--- config.mk ---
export PLATFORM = sky130hd
export DESIGN_NAME = instr_fetch_unit
export DESIGN_NICKNAME = d
export VERILOG_FILES = /design/src/rtl/instr_fetch_unit_pkg.sv /design/src/rtl/instr_fetch_unit_fifo.sv /design/src/rtl/instr_fetch_unit.sv
export SDC_FILE = /design/constraint.sdc
export NUM_CORES = 1
export LEC_CHECK = 0
export ABC_CLOCK_PERIOD_IN_PS = 9550
export CORE_MARGIN = 4
export CORE_UTILIZATION = 55
export CTS_BUF_LIST = sky130_fd_sc_hd__clkbuf_2
export CTS_CLUSTER_DIAMETER = 50
export DETAILED_ROUTE_END_ITERATION = 10
export GPL_ROUTABILITY_DRIVEN = 0
export PLACE_DENSITY = 0.77
export SYNTH_ARGS = -nofsm -noshare
export SYNTH_HDL_FRONTEND = slang
export SYNTH_SLANG_ARGS = --single-unit
--- constraint.sdc ---
create_clock -name clk -period 9.55 [get_ports clk]
set_clock_uncertainty 0.15 [all_clocks]
set_input_delay 0.955 -clock clk [delete_from_list [all_inputs] [get_ports clk]]
set_output_delay 0.955 -clock clk [all_outputs]
set_load 0.02 [all_outputs]
--- src/rtl/instr_fetch_unit_pkg.sv ---
// ----------------------------------------------------------------------------
// instr_fetch_unit_pkg
//   Shared definitions for the instruction fetch unit: fetch FSM state
//   encodings, the EBREAK opcode that halts fetching, the instruction width
//   and the {pc, instr} record held by the prefetch FIFO.
//   No ports (package).
// ----------------------------------------------------------------------------
package instr_fetch_unit_pkg;

    localparam int INSTR_W = 32;

    localparam logic [INSTR_W-1:0] EBREAK_INSTR = 32'h0010_0073;

    typedef enum logic [1:0] {
        S_IDLE = 2'd0,
        S_RUN  = 2'd1,
        S_HALT = 2'd2
    } fetch_state_e;

    // One prefetch slot: the PC the word was fetched from and the word itself.
    typedef struct packed {
        logic [31:0]        pc;
        logic [INSTR_W-1:0] instr;
    } fetch_entry_t;

    // Fetch addresses are always word aligned; the low two bits are dropped.
    function automatic logic [31:0] alignPc(input logic [31:0] pc);
        return pc & 32'hFFFF_FFFC;
    endfunction

endpackage

--- src/rtl/instr_fetch_unit_fifo.sv ---
// ----------------------------------------------------------------------------
// fetch_fifo
//   Synchronous prefetch FIFO of 64-bit {pc, instr} entries.
//   Supports simultaneous push and pop when full (occupancy unchanged) and a
//   flush that empties it in one cycle, taking priority over push and pop.
//   The head entry is presented combinationally and reads as zero when empty.
// Ports:
//   clk      in   rising-edge clock
//   rst      in   asynchronous active-high reset (FIFO empty)
//   push     in   write wr_data at the tail
//   pop      in   drop the head entry
//   flush    in   discard all entries
//   wr_data  in   entry to write
//   rd_data  out  head entry (zero when empty)
//   full     out  DEPTH entries held
//   empty    out  no entries held
//   count    out  number of entries held (0..DEPTH)
// ----------------------------------------------------------------------------
module fetch_fifo
    import instr_fetch_unit_pkg::*;
#(
    parameter int DEPTH = 4
) (
    input  logic                   clk,
    input  logic                   rst,
    input  logic                   push,
    input  logic                   pop,
    input  logic                   flush,
    input  fetch_entry_t           wr_data,
    output fetch_entry_t           rd_data,
    output logic                   full,
    output logic                   empty,
    output logic [$clog2(DEPTH):0] count
);

    localparam int AW = $clog2(DEPTH);

    fetch_entry_t r_mem [DEPTH];
    logic [AW:0]  r_wrPtr;
    logic [AW:0]  r_rdPtr;
    logic         w_doPush;
    logic         w_doPop;

    // Pointers carry one extra wrap bit so full and empty are distinguishable.
    assign count = r_wrPtr - r_rdPtr;
    assign empty = (r_wrPtr == r_rdPtr);
    assign full  = (r_wrPtr[AW] != r_rdPtr[AW]) &&
                   (r_wrPtr[AW-1:0] == r_rdPtr[AW-1:0]);

    // A pop frees a slot in the same cycle, so push into a full FIFO is
    // allowed when it coincides with a pop.
    assign w_doPop  = pop && !empty && !flush;
    assign w_doPush = push && !flush && (!full || w_doPop);

    always_ff @(posedge clk) begin
        if (w_doPush) begin
            r_mem[r_wrPtr[AW-1:0]] <= wr_data;
        end
    end

    always_ff @(posedge clk or posedge rst) begin
        if (rst) begin
            r_wrPtr <= '0;
            r_rdPtr <= '0;
        end else if (flush) begin
            r_wrPtr <= '0;
            r_rdPtr <= '0;
        end else begin
            if (w_doPush) begin
                r_wrPtr <= r_wrPtr + 1'b1;
            end
            if (w_doPop) begin
                r_rdPtr <= r_rdPtr + 1'b1;
            end
        end
    end

    assign rd_data = empty ? '0 : r_mem[r_rdPtr[AW-1:0]];

endmodule

--- src/rtl/instr_fetch_unit.sv ---
// ----------------------------------------------------------------------------
// instr_fetch_unit
//   PC-side initiator for a combinational instruction memory. Drives the
//   fetch address, captures the returned word, buffers {pc, instr} pairs in a
//   prefetch FIFO and hands them to decode over valid/ready. Accepts
//   branch/jump redirects (flush + restart) and halts after fetching EBREAK.
// Parameters:
//   RESET_PC    PC after reset (word aligned)
//   FIFO_DEPTH  prefetch entries (power of 2, >= 2)
// Ports:
//   clk, rst        clock / asynchronous active-high reset
//   fetch_en        fetching permitted
//   addr_from_pc    byte address to instruction memory (current PC)
//   instruction     memory read data for addr_from_pc, same cycle
//   redirect_valid  pulse: flush and restart at redirect_pc
//   redirect_pc     new fetch address
//   dec_valid       head entry available to decode
//   dec_ready       decode accepts the head entry
//   dec_instr       head instruction (0 when FIFO empty)
//   dec_pc          head PC (0 when FIFO empty)
//   halted          fetch halted after EBREAK
//   misalign_err    pulse: last redirect target was not word aligned
// Optional feature, macro FETCH_PERF_EN:
//   perf_fetch_cnt  pushes into the FIFO (wrapping)
//   perf_stall_cnt  running cycles blocked by a full FIFO (wrapping)
// ----------------------------------------------------------------------------
module instr_fetch_unit
    import instr_fetch_unit_pkg::*;
#(
    parameter logic [31:0] RESET_PC   = 32'h0000_0000,
    parameter int          FIFO_DEPTH = 4
) (
    input  logic               clk,
    input  logic               rst,
    input  logic               fetch_en,
    output logic [31:0]        addr_from_pc,
    input  logic [INSTR_W-1:0] instruction,
    input  logic               redirect_valid,
    input  logic [31:0]        redirect_pc,
    output logic               dec_valid,
    input  logic               dec_ready,
    output logic [INSTR_W-1:0] dec_instr,
    output logic [31:0]        dec_pc,
    output logic               halted,
    output logic               misalign_err
`ifdef FETCH_PERF_EN
    ,
    output logic [31:0]        perf_fetch_cnt,
    output logic [31:0]        perf_stall_cnt
`endif
);

    localparam int CW = $clog2(FIFO_DEPTH) + 1;

    fetch_state_e  r_state;
    fetch_state_e  w_stateNext;
    logic [31:0]   r_pc;
    logic          r_misalign;

    logic          w_push;
    logic          w_pop;
    logic          w_hasRoom;
    logic          w_isEbreak;
    logic          w_full;
    logic          w_empty;
    logic [CW-1:0] w_count;
    fetch_entry_t  w_wrEntry;
    fetch_entry_t  w_head;

    // Decode never sees an entry in a redirect cycle: the FIFO is being
    // flushed, so whatever sits at the head is already stale.
    assign dec_valid = !w_empty && !redirect_valid;
    assign w_pop     = dec_valid && dec_ready;

    assign w_hasRoom  = (w_count < CW'(FIFO_DEPTH));
    assign w_isEbreak = (instruction == EBREAK_INSTR);

    // Push only while running, enabled and not redirecting. A pop in the same
    // cycle frees a slot, so a full FIFO can still accept the new word.
    assign w_push = (r_state == S_RUN) && fetch_en && !redirect_valid &&
                    (w_hasRoom || w_pop);

    assign w_wrEntry = '{pc: r_pc, instr: instruction};

    fetch_fifo #(
        .DEPTH (FIFO_DEPTH)
    ) u_fifo (
        .clk     (clk),
        .rst     (rst),
        .push    (w_push),
        .pop     (w_pop),
        .flush   (redirect_valid),
        .wr_data (w_wrEntry),
        .rd_data (w_head),
        .full    (w_full),
        .empty   (w_empty),
        .count   (w_count)
    );

    assign dec_instr    = w_head.instr;
    assign dec_pc       = w_head.pc;
    assign addr_from_pc = r_pc;
    assign halted       = (r_state == S_HALT);
    assign misalign_err = r_misalign;

    always_ff @(posedge clk or posedge rst) begin
        if (rst) begin
            r_state <= S_IDLE;
        end else begin
            r_state <= w_stateNext;
        end
    end

    // Halt is left only by a redirect; the EBREAK word itself is pushed so
    // decode still receives it before fetching stops.
    always_comb begin
        w_stateNext = r_state;
        case (r_state)
            S_IDLE: begin
                if (fetch_en) begin
                    w_stateNext = S_RUN;
                end
            end
            S_RUN: begin
                if (redirect_valid) begin
                    w_stateNext = fetch_en ? S_RUN : S_IDLE;
                end else if (w_push && w_isEbreak) begin
                    w_stateNext = S_HALT;
                end else if (!fetch_en) begin
                    w_stateNext = S_IDLE;
                end
            end
            S_HALT: begin
                if (redirect_valid) begin
                    w_stateNext = fetch_en ? S_RUN : S_IDLE;
                end
            end
            default: begin
                w_stateNext = S_IDLE;
            end
        endcase
    end

    // The PC advances only when a word is actually accepted into the FIFO,
    // so after EBREAK it rests on the following word address.
    always_ff @(posedge clk or posedge rst) begin
        if (rst) begin
            r_pc <= RESET_PC;
        end else if (redirect_valid) begin
            r_pc <= alignPc(redirect_pc);
        end else if (w_push) begin
            r_pc <= r_pc + 32'd4;
        end
    end

    // Registered so the error pulse lines up with the realigned PC.
    always_ff @(posedge clk or posedge rst) begin
        if (rst) begin
            r_misalign <= 1'b0;
        end else begin
            r_misalign <= redirect_valid && (redirect_pc[1:0] != 2'b00);
        end
    end

`ifdef FETCH_PERF_EN
    logic [31:0] r_perfFetch;
    logic [31:0] r_perfStall;

    // A stall is a cycle where fetching wanted to push but the FIFO was full
    // and nothing drained to make room.
    always_ff @(posedge clk or posedge rst) begin
        if (rst) begin
            r_perfFetch <= '0;
            r_perfStall <= '0;
        end else begin
            if (w_push) begin
                r_perfFetch <= r_perfFetch + 32'd1;
            end
            if ((r_state == S_RUN) && fetch_en && !redirect_valid &&
                w_full && !w_pop) begin
                r_perfStall <= r_perfStall + 32'd1;
            end
        end
    end

    assign perf_fetch_cnt = r_perfFetch;
    assign perf_stall_cnt = r_perfStall;
`else
    // Full is only needed for stall accounting; the name keeps lint quiet.
    logic w_unusedFull;
    assign w_unusedFull = w_full;
`endif

endmodule
==> reports/results.ini <==
[clocking]
cts_buffers=70
path_clk_slew_ps=110
clock_latency_ps=780
ctsResizeCount=0
clock_sink_count=287
root_buffer=clkbuf_2
cts_htree_levels=3
cts_tree=yes
cts_hold_buf=0
clockBufferDepth=3
post_cts_buffers=0

[detailed_routing]
drt_iter0_drc=590
drt-total-wl_um=26200
num_vias=7287
wl_per_cell_um=21.6
antenna_left=0
dr.pass1.iters=5
post_drt_via_cell_ratio=6.00
drc=0

[timing]
fmax_ghz=0.203
relSlewSlack_pct=21.1
finalMaxSlewViolations=0
fin_crit_sh_pct=51.6
final.min_clock_period_ps=4930
timing_hold_violations_final=0
rsz0062_at_grt=false
tightest_slew_ps=1180
tns_ps=0
setup_slack_ps=4620
setup_violations=0

[die]
initial_utilization_pct=56.3
die_w_um=155
io_pins=168
die_h_um=155
coreArea_um2=21200
rows=53
die_area_um2=24200

[grt]
grtUsageMet1_pct=29.9
grt_use_met3_pct=5.06
track_usage_pct=21.9
grt_start_max_net_pins=65
grt_pass1_wl_um=41100
grt_antenna_before_repair=0
grt_busiest_layer=met2
grt_pass1_vias=7747
grt_overflow=0
use_met2_pct=35.2

[hold_path]
hold_class=reg -> reg

[logic_synthesis]
synthMuxAreaShare_pct=11.9
synth_cell_types=59
synthSimpleGateAreaFrac_pct=9.40
synth_top_family_by_area=multiplexers
synthAdderAreaFrac_pct=0.837
async_reset_ff_share_pct=13.6
synthFlopType=edfxtp_1
synthXorXnorAreaFrac_pct=0.586
netlist_instances=684
synth_compound_area_share_pct=5.09
yosys_warnings=0
ys_seq_elements=287
syn_area_per_cell_um2=17.5
synth_edf_count=248
synth_area_um2=12000
synth-seq-area-share_pct=70.5

[cells_and_area]
multiInputGateArea_um2=3360
seqCellArea_um2=8430
antenna_cells=0
syn2layout_area_growth_pct=21.2
n_fill_cell=1472
final_nets=968
drive_gt1_share_pct=19.8

[power]
cellLeakagePower_uw=0.00487
p_per_area_nw_per_um2=215
ir_worst_vdd_uv=93.8

[worst_setup_path]
arrival_ps=3830
path_class=reg -> out
path_max_fanout=63
end_kind=output port
worstPathRequired_ps=8450
start_kind=register

[placement]
portBuffers=163
post-place-ws_ps=5140
hpwl_um=16000

[run]
cap_violations=0

[run_status]
status=completed

-- cell usage in the layout, fill, tap and decap left out, drive strengths merged, types with 4 or more instances in the layout --
| cell | n |
|---|---|
| or3 | 6 |
| dfrtp | 39 |
| a221o | 14 |
| and3 | 4 |
| inv | 11 |
| nor3b | 5 |
| edfxtp | 248 |
| o31ai | 5 |
| a32oi | 4 |
| xor2 | 4 |
| nor3 | 6 |
| ha | 8 |
| xnor2 | 4 |
| o21ai | 8 |
| o2bb2ai | 5 |
| nand3 | 15 |
| clkdlybuf4s50 | 163 |
| and2 | 69 |
| a21oi | 7 |
| clkbuf | 99 |
| nor2 | 23 |
| conb | 4 |
| nand2 | 19 |
| mux4 | 62 |
| nand4 | 10 |
| clkinv | 19 |
| buf | 7 |
| a31oi | 7 |
| a211o | 5 |
| nor4 | 10 |
| or4 | 9 |
-- final timing paths --
check                                   from                 to  slack [ps]  depth (start not counted)
hold / removal             u_fifo.r_wrPtr[0]  u_fifo.r_wrPtr[0]         390                          1
min in group asynchronous                rst       misalign_err         460                          3
setup reg to reg           u_fifo.r_rdPtr[0]   addr_from_pc[31]        5760                          5
max in group asynchronous                rst  u_fifo.r_rdPtr[0]        8380                          3
hold reg to reg            u_fifo.r_wrPtr[0]  u_fifo.r_wrPtr[0]         390                          1
setup / recovery           u_fifo.r_rdPtr[0]      dec_instr[26]        4620                          4
-- per-stage QoR --
step	hold slack [ps]	util, %	std cells	power (µW)	cell area (µm²)
after floorplan	353	-	687	1990	12000
after global placement	375	65.3	1094	2340	13800
after detailed placement	384	65.3	1094	2360	13800
after CTS	390	68.3	1215	3140	14500
after global routing	423	68.3	1215	3280	14500
final	392	68.3	1215	3110	14500
-- flip-flops by register name, summed over array words and instances (netlist names) --
name	count
u_fifo.r_mem	248
u_fifo.r_wrPtr	3
r_state	2
addr_from_pc	30
u_fifo.r_rdPtr	3
misalign_err	1
-- cell usage after synthesis (6+ instances only) --
cell type	count	share of area, %
o21ai_0	7	0.29
and2_1	69	3.6
a221o_1	14	1.2
nand4_1	10	0.52
nand2_1	19	0.60
mux4_2	62	12
ha_1	8	0.84
buf_2	8	0.33
or4_1	8	0.50
a21oi_1	7	0.29
nand3_1	14	0.59
dfrtp_1	39	8.2
or3_1	6	0.31
nor2_1	23	0.72
nor3_1	6	0.25
clkbuf_1	24	0.75
a31oi_1	7	0.37
nor4_1	10	0.52
inv_1	10	0.31
edfxtp_1	248	62
-- critical path: stages, from the launching register on --
cell and delay (ps):
dfrtp_4 660, ha_1 420, nand3_2 910, and2_1 500, clkdlybuf4s50_1 550
-- cells by family after synthesis --
family / Yosys count
AOI/OAI and AO/OA: 77
xor gates and xnor gates: 8
adders and majority gates: 8
buffers and inverters: 48
DFF: 287
muxes: 64
other: 1
and+or+nand+nor: 191
-- power breakdown --
part	switching, µW	internal, µW
registers	69.9	1420
clock network	459	332
logic	414	410
total	943	2160
-- routing by layer --
layer	wire length, µm	share of wire, %
met3	2450	9.3
met2	12700	48
met4	520	2.0
met5	0	0
met1	10600	40
-- final cells by class --
type                            instances  share of cell area [%]
Sequential cell                       287                    58.2
Multi-Input combinational cell        352                    23.2
Timing Repair Buffer                  170                    11.6
Clock buffer                           99                    3.42
Tap cell                              275                    2.38
Clock inverter                         22                   0.959
Inverter                               10                   0.259
No activity file was read; power rests on OpenSTA's default activity.
